## src/rtl/regfile_sb_if.sv

```systemverilog
// Writeback, read, issue and status signals between the pipeline and the register file.
interface regfile_sb_if #(
  parameter int unsigned DATA_W = 32,
  parameter int unsigned ADDR_W = 5
);
  logic              rdy;
  logic              we;
  logic [ADDR_W-1:0] waddr;
  logic [DATA_W-1:0] wdata;
  logic              re1;
  logic [ADDR_W-1:0] raddr1;
  logic [DATA_W-1:0] rdata1;
  logic              busy1;
  logic              re2;
  logic [ADDR_W-1:0] raddr2;
  logic [DATA_W-1:0] rdata2;
  logic              busy2;
  logic              iss_en;
  logic [ADDR_W-1:0] iss_addr;
  logic              sb_err;

  modport master (
    output rdy, we, waddr, wdata, re1, raddr1, re2, raddr2, iss_en, iss_addr,
    input  rdata1, busy1, rdata2, busy2, sb_err
  );

  modport slave (
    input  rdy, we, waddr, wdata, re1, raddr1, re2, raddr2, iss_en, iss_addr,
    output rdata1, busy1, rdata2, busy2, sb_err
  );
endinterface

```

## src/rtl/regfile_sb.sv

```systemverilog
// Integer register file x0..x31 with per-register in-flight writer counters.
// One WB write per cycle, two combinational read ports with WB bypass and
// busy flags that ID uses to stall on operands still owed by EX/MEM/WB.
module regfile_sb #(
  parameter int unsigned DATA_W = 32,
  parameter int unsigned ADDR_W = 5,
  parameter int unsigned CNT_W  = 2
) (
  input  logic           clk,
  input  logic           rst,
  regfile_sb_if.slave    bus
);
  localparam int unsigned NREG = 1 << ADDR_W;
  localparam logic [CNT_W-1:0] CNT_MAX = '1;

  logic [DATA_W-1:0] regs_q [NREG];
  logic [CNT_W-1:0]  cnt_q  [NREG];
  logic [CNT_W-1:0]  cnt_d  [NREG];
  logic              sb_err_q;
  logic              sb_err_d;
  logic [NREG-1:0]   inc_v;
  logic [NREG-1:0]   dec_v;

  // One-hot issue / writeback strobes; x0 never tracked.
  always_comb begin
    inc_v = '0;
    dec_v = '0;
    if (bus.iss_en && (bus.iss_addr != '0)) inc_v[bus.iss_addr] = 1'b1;
    if (bus.we && (bus.waddr != '0))        dec_v[bus.waddr]    = 1'b1;
  end

  // Counter next state: saturate at both ends and flag the attempt.
  always_comb begin
    sb_err_d = sb_err_q;
    for (int r = 0; r < NREG; r++) begin
      cnt_d[r] = cnt_q[r];
      if (inc_v[r] && !dec_v[r]) begin
        if (cnt_q[r] == CNT_MAX) sb_err_d = 1'b1;
        else                     cnt_d[r] = cnt_q[r] + CNT_W'(1);
      end else if (dec_v[r] && !inc_v[r]) begin
        if (cnt_q[r] == '0) sb_err_d = 1'b1;
        else                cnt_d[r] = cnt_q[r] - CNT_W'(1);
      end
    end
  end

  // State update; rdy low freezes everything.
  always_ff @(posedge clk) begin
    if (rst) begin
      for (int r = 0; r < NREG; r++) begin
        regs_q[r] <= '0;
        cnt_q[r]  <= '0;
      end
      sb_err_q <= 1'b0;
    end else if (bus.rdy) begin
      if (bus.we && (bus.waddr != '0)) regs_q[bus.waddr] <= bus.wdata;
      for (int r = 0; r < NREG; r++) cnt_q[r] <= cnt_d[r];
      sb_err_q <= sb_err_d;
    end
  end

  logic act1, act2, hit1, hit2;

  // Read ports: x0/disabled read zero, same-cycle WB bypassed, busy clears
  // only when the WB in flight is the last pending writer.
  assign act1 = !rst && bus.re1 && (bus.raddr1 != '0);
  assign act2 = !rst && bus.re2 && (bus.raddr2 != '0);
  assign hit1 = bus.we && (bus.waddr == bus.raddr1);
  assign hit2 = bus.we && (bus.waddr == bus.raddr2);

  assign bus.rdata1 = !act1 ? '0 : (hit1 ? bus.wdata : regs_q[bus.raddr1]);
  assign bus.rdata2 = !act2 ? '0 : (hit2 ? bus.wdata : regs_q[bus.raddr2]);
  assign bus.busy1  = act1 && ((cnt_q[bus.raddr1] - CNT_W'(hit1)) != '0);
  assign bus.busy2  = act2 && ((cnt_q[bus.raddr2] - CNT_W'(hit2)) != '0);
  assign bus.sb_err = sb_err_q;
endmodule

```

## src/flat_wrapper.sv

```systemverilog
// flat-port wrapper written by rule: the top's interface ports become plain ports
module regfile_sb_flat 
#(
  parameter int unsigned DATA_W = 32,
  parameter int unsigned ADDR_W = 5,
  parameter int unsigned CNT_W  = 2
)
  (clk, rst, bus_rdy, bus_we, bus_waddr, bus_wdata, bus_re1, bus_raddr1, bus_re2, bus_raddr2, bus_iss_en, bus_iss_addr, bus_rdata1, bus_busy1, bus_rdata2, bus_busy2, bus_sb_err);
  regfile_sb_if #(.DATA_W(DATA_W), .ADDR_W(ADDR_W)) bus_i ();
  input  logic clk;
  input  logic rst;
  input wire logic [$bits(bus_i.rdy)-1:0] bus_rdy;
  input wire logic [$bits(bus_i.we)-1:0] bus_we;
  input wire logic [$bits(bus_i.waddr)-1:0] bus_waddr;
  input wire logic [$bits(bus_i.wdata)-1:0] bus_wdata;
  input wire logic [$bits(bus_i.re1)-1:0] bus_re1;
  input wire logic [$bits(bus_i.raddr1)-1:0] bus_raddr1;
  input wire logic [$bits(bus_i.re2)-1:0] bus_re2;
  input wire logic [$bits(bus_i.raddr2)-1:0] bus_raddr2;
  input wire logic [$bits(bus_i.iss_en)-1:0] bus_iss_en;
  input wire logic [$bits(bus_i.iss_addr)-1:0] bus_iss_addr;
  output wire logic [$bits(bus_i.rdata1)-1:0] bus_rdata1;
  output wire logic [$bits(bus_i.busy1)-1:0] bus_busy1;
  output wire logic [$bits(bus_i.rdata2)-1:0] bus_rdata2;
  output wire logic [$bits(bus_i.busy2)-1:0] bus_busy2;
  output wire logic [$bits(bus_i.sb_err)-1:0] bus_sb_err;
  assign bus_i.rdy = bus_rdy;
  assign bus_i.we = bus_we;
  assign bus_i.waddr = bus_waddr;
  assign bus_i.wdata = bus_wdata;
  assign bus_i.re1 = bus_re1;
  assign bus_i.raddr1 = bus_raddr1;
  assign bus_i.re2 = bus_re2;
  assign bus_i.raddr2 = bus_raddr2;
  assign bus_i.iss_en = bus_iss_en;
  assign bus_i.iss_addr = bus_iss_addr;
  assign bus_rdata1 = bus_i.rdata1;
  assign bus_busy1 = bus_i.busy1;
  assign bus_rdata2 = bus_i.rdata2;
  assign bus_busy2 = bus_i.busy2;
  assign bus_sb_err = bus_i.sb_err;
  regfile_sb #(.DATA_W(DATA_W), .ADDR_W(ADDR_W), .CNT_W(CNT_W)) u_core (.clk(clk), .rst(rst), .bus(bus_i));
endmodule
```

## config.mk

```make
export PLATFORM = sky130hd
export DESIGN_NAME = regfile_sb_flat
export DESIGN_NICKNAME = d
export VERILOG_FILES = /design/src/rtl/regfile_sb_if.sv /design/src/rtl/regfile_sb.sv /design/src/flat_wrapper.sv
export SDC_FILE = /design/constraint.sdc
export NUM_CORES = 2
export LEC_CHECK = 0
export CORE_ASPECT_RATIO = 0.75
export CORE_MARGIN = 1.5
export CORE_UTILIZATION = 40
export CTS_BUF_LIST = sky130_fd_sc_hd__clkbuf_16
export DETAILED_ROUTE_END_ITERATION = 10
export HOLD_SLACK_MARGIN = 0.06
export PLACE_DENSITY_LB_ADDON = 0.1
export SLEW_MARGIN = 20
export SYNTH_ARGS = -nofsm -noshare
export SYNTH_HDL_FRONTEND = slang
export SYNTH_SLANG_ARGS = --single-unit
```

## constraint.sdc

```tcl
create_clock -name clk -period 11.7 [get_ports clk]
set_input_delay 1.17 -clock clk [delete_from_list [all_inputs] [get_ports clk]]
set_output_delay 1.17 -clock clk [all_outputs]
set_load 0.05 [all_outputs]
```

==> metrics.txt <==
Overflow after GRT 0; Synth Area per Inst 13.4 µm²; max_slew headroom 0.185; Starting DRT DRC Count 6582; gr usage total 0.317; Unique masters post-synth 75; TritonCTS clock tree built; Area after DPL 65100 µm²; die area 156000 µm²; synthesized instance count 4607; R2R setup slack 9320 ps; worst hold slack 579 ps; max-cap violations 0; Hold Buf Count CTS 0; Die H 343 µm; top-area cell type share of the netlist area 0.531; routed vias 43000; CP max stage delay 960 ps; Max Fclk 138 MHz; IO buf count 125; number of global-route vias before repair 40800; Chip Width 456 µm; first-pass GRT wire length 345 mm; routed len/inst 37.8 µm; Placed Cells incl. Taps 6438; Buf/Inv on CP 3; combinational cell fraction of total power 0.143; Vias/cell 6.45; top_reg_cell synth edfxtp_1; pwr dens 142 nW/µm²; antenna-violating nets left 0; final hold violation count 0; CP max FO 83; num rows 124; TritonCTS Sinks 1089; postcts setup bufs 0; r2r startpoint u_core.cnt_q[9][0]$_SDFFCE_PN0P_; status finished clean; post-layout min period 7230 ps; Area Overhead vs Synth 11.6%; post-DP HPWL 139 mm; Setup Skew 34.7 ps; Hold Crit Class register to register; Arr. time, crit path 6060 ps; switching share of power 0.279; Finished Layout Cells 6671; buffer depth of the longest clock path 3; crit path from bus_raddr1[0]; Core Region 153000 µm²; drt first pass iters 8; final instance area 68700 µm²; Fin Setup TNS 0 ps; Worst path depth 7; initial core utilization 0.403; clock transition time at the flip-flop clock pins of the worst setup and hold paths 60 ps; peak supply drop 0.000136 V; Post-synth EDFFs 1088; cell chain of the critical path buf_8 -> buf_12 -> or4_1 -> and3_2 -> nand2_2 -> o22ai_1 -> clkdlybuf4s50_1; Critical Path Sink bus_rdata1[8]; # resized after CTS 0; Post-synth ARST share 0; most frequent cells after synthesis 1088 x edfxtp_1, 1002 x and2_1, 388 x mux4_2; DRT Wirelength 252 mm; Worst-Margin Slew 1220 ps; Area contributors post-synth edfxtp_1 53%, mux4_2 14%, and2_1 10%; CTS H-tree depth 3; antenna violations before repair 27; Reg power frac 0.477; post-synthesis register bit count 1089; reg2reg end u_core.bus.sb_err$_SDFFE_PP0P_; Synth warnings 0; fin crit share 0.618; Pins Over Slew Limit 0; crit path kind primary input to primary output; num ports 126; TritonCTS Buffers 118; leakage power 0.0237 µW; Final Worst Setup Slack 4470 ps; count leader, synth edfxtp_1; Place WS 4580 ps; clock share of power 0.380; internal power 7010 µW; post-synthesis sequential area ratio 0.531; Placer Congestion 0.931; Hold Path Depth 2; layout cells sized above 1 0.178; clock latency on the worst-skew pair 790 ps; RSZ-0062 raised after global routing no; Critical Path RT 10530 ps; Worst path top cell family by delay buffers and inverters; nets 4601; Sw Pwr 2720 µW; startpoint types primary input; Mapped Area 61600 µm²; cell accounting for the most synthesized area edfxtp_1; DRC errors left 0; clk root buf clkbuf_16; critical path capture point type primary output; Register-to-Register Path Depth 6; Finish-stage setup viols 0; CP max stage cell clkdlybuf4s50_1; largest net degree at the start of global routing 103
worst register-to-register path, delay by kind of cell, from the launching register on:
family,cells,cell delay [ps]
and+or+nand+nor,2,470
DFF,1,500
AOI/OAI and AO/OA,4,1330
per-stage QoR:
| step | utilization | power (µW) |
|---|---|---|
| after floorplan | - | 5510 |
| after global placement | 0.426 | 6080 |
| after detailed placement | 0.426 | 6080 |
| after CTS | 0.450 | 9730 |
| after global routing | 0.450 | 9970 |
| final | 0.450 | 9730 |
cells by family after synthesis:
logic type,count (synthesis),synth area share
compound gates,683,0.0793
xor+xnor,62,0.00882
buf+inv,495,0.0354
flops,1089,0.531
mux,781,0.206
other cells,1,0.0000609
simple gates,1496,0.139
placed cells by master, fill, tap and decap left out, drive strengths merged, types with 22 or more instances in the layout:
cell type	Yosys	layout
xnor2	40	40
o221ai	29	29
a221oi	143	143
o21ai	147	147
a21oi	57	57
conb	1	32
a22oi	66	66
edfxtp	1088	1088
o211ai	55	55
nand2b	28	28
mux2	25	25
mux4	388	388
clkinv	0	60
a211oi	51	51
and2	1003	1003
o22ai	63	63
xor2	22	22
clkbuf	328	119
nand3	37	37
clkdlybuf4s50	0	109
inv	5	37
nor2	222	222
nand2	116	116
buf	162	164
mux2i	368	368
flip-flops by register name, summed over array words and instances (netlist names):
name,cells
u_core.bus.sb_err,1
u_core.cnt_q,64
u_core.regs_q,1024
worst min path at each step:
stage | startpoint | endpoint | slack, ps
4_1_cts | u_core.bus.sb_err$_SDFFE_PP0P_ | u_core.bus.sb_err$_SDFFE_PP0P_ | 580
6_report | u_core.bus.sb_err$_SDFFE_PP0P_ | u_core.bus.sb_err$_SDFFE_PP0P_ | 580
2_1_floorplan | u_core.cnt_q[5][0]$_SDFFCE_PN0P_ | u_core.cnt_q[5][0]$_SDFFCE_PN0P_ | 590
3_5_place_dp | u_core.bus.sb_err$_SDFFE_PP0P_ | u_core.bus.sb_err$_SDFFE_PP0P_ | 570
3_3_place_gp | u_core.bus.sb_err$_SDFFE_PP0P_ | u_core.bus.sb_err$_SDFFE_PP0P_ | 560
5_1_grt | u_core.bus.sb_err$_SDFFE_PP0P_ | u_core.bus.sb_err$_SDFFE_PP0P_ | 590
power by group through the flow:
stage	clock [µW]	combinational [µW]	sequential, µW
after CTS	3730	1370	4630
final	3700	1390	4640
after detailed placement	0	1370	4720
after floorplan	0	836	4680
after global routing	3870	1430	4660
after global placement	0	1370	4710
cell type report:
class / count / area, µm²
Fill cell: 13600 / 83900
Sequential cell: 1089 / 32700
Multi-Input combinational cell: 3054 / 27400
Clock buffer: 118 / 2950
Tap cell: 2016 / 2520
Timing Repair Buffer: 274 / 2430
Clock inverter: 104 / 714
Antenna cell: 11 / 27.5
Inverter: 5 / 23.8
layer usage:
metal  GRT usage  share of wire  up-vias
li1            -              -    17600
met1       0.456           0.42    22400
met2       0.474           0.44     2676
met3      0.0755           0.11      420
met4       0.101          0.034        4
met5     0.00592        0.00059        -
(Power assumes the default switching activity.)
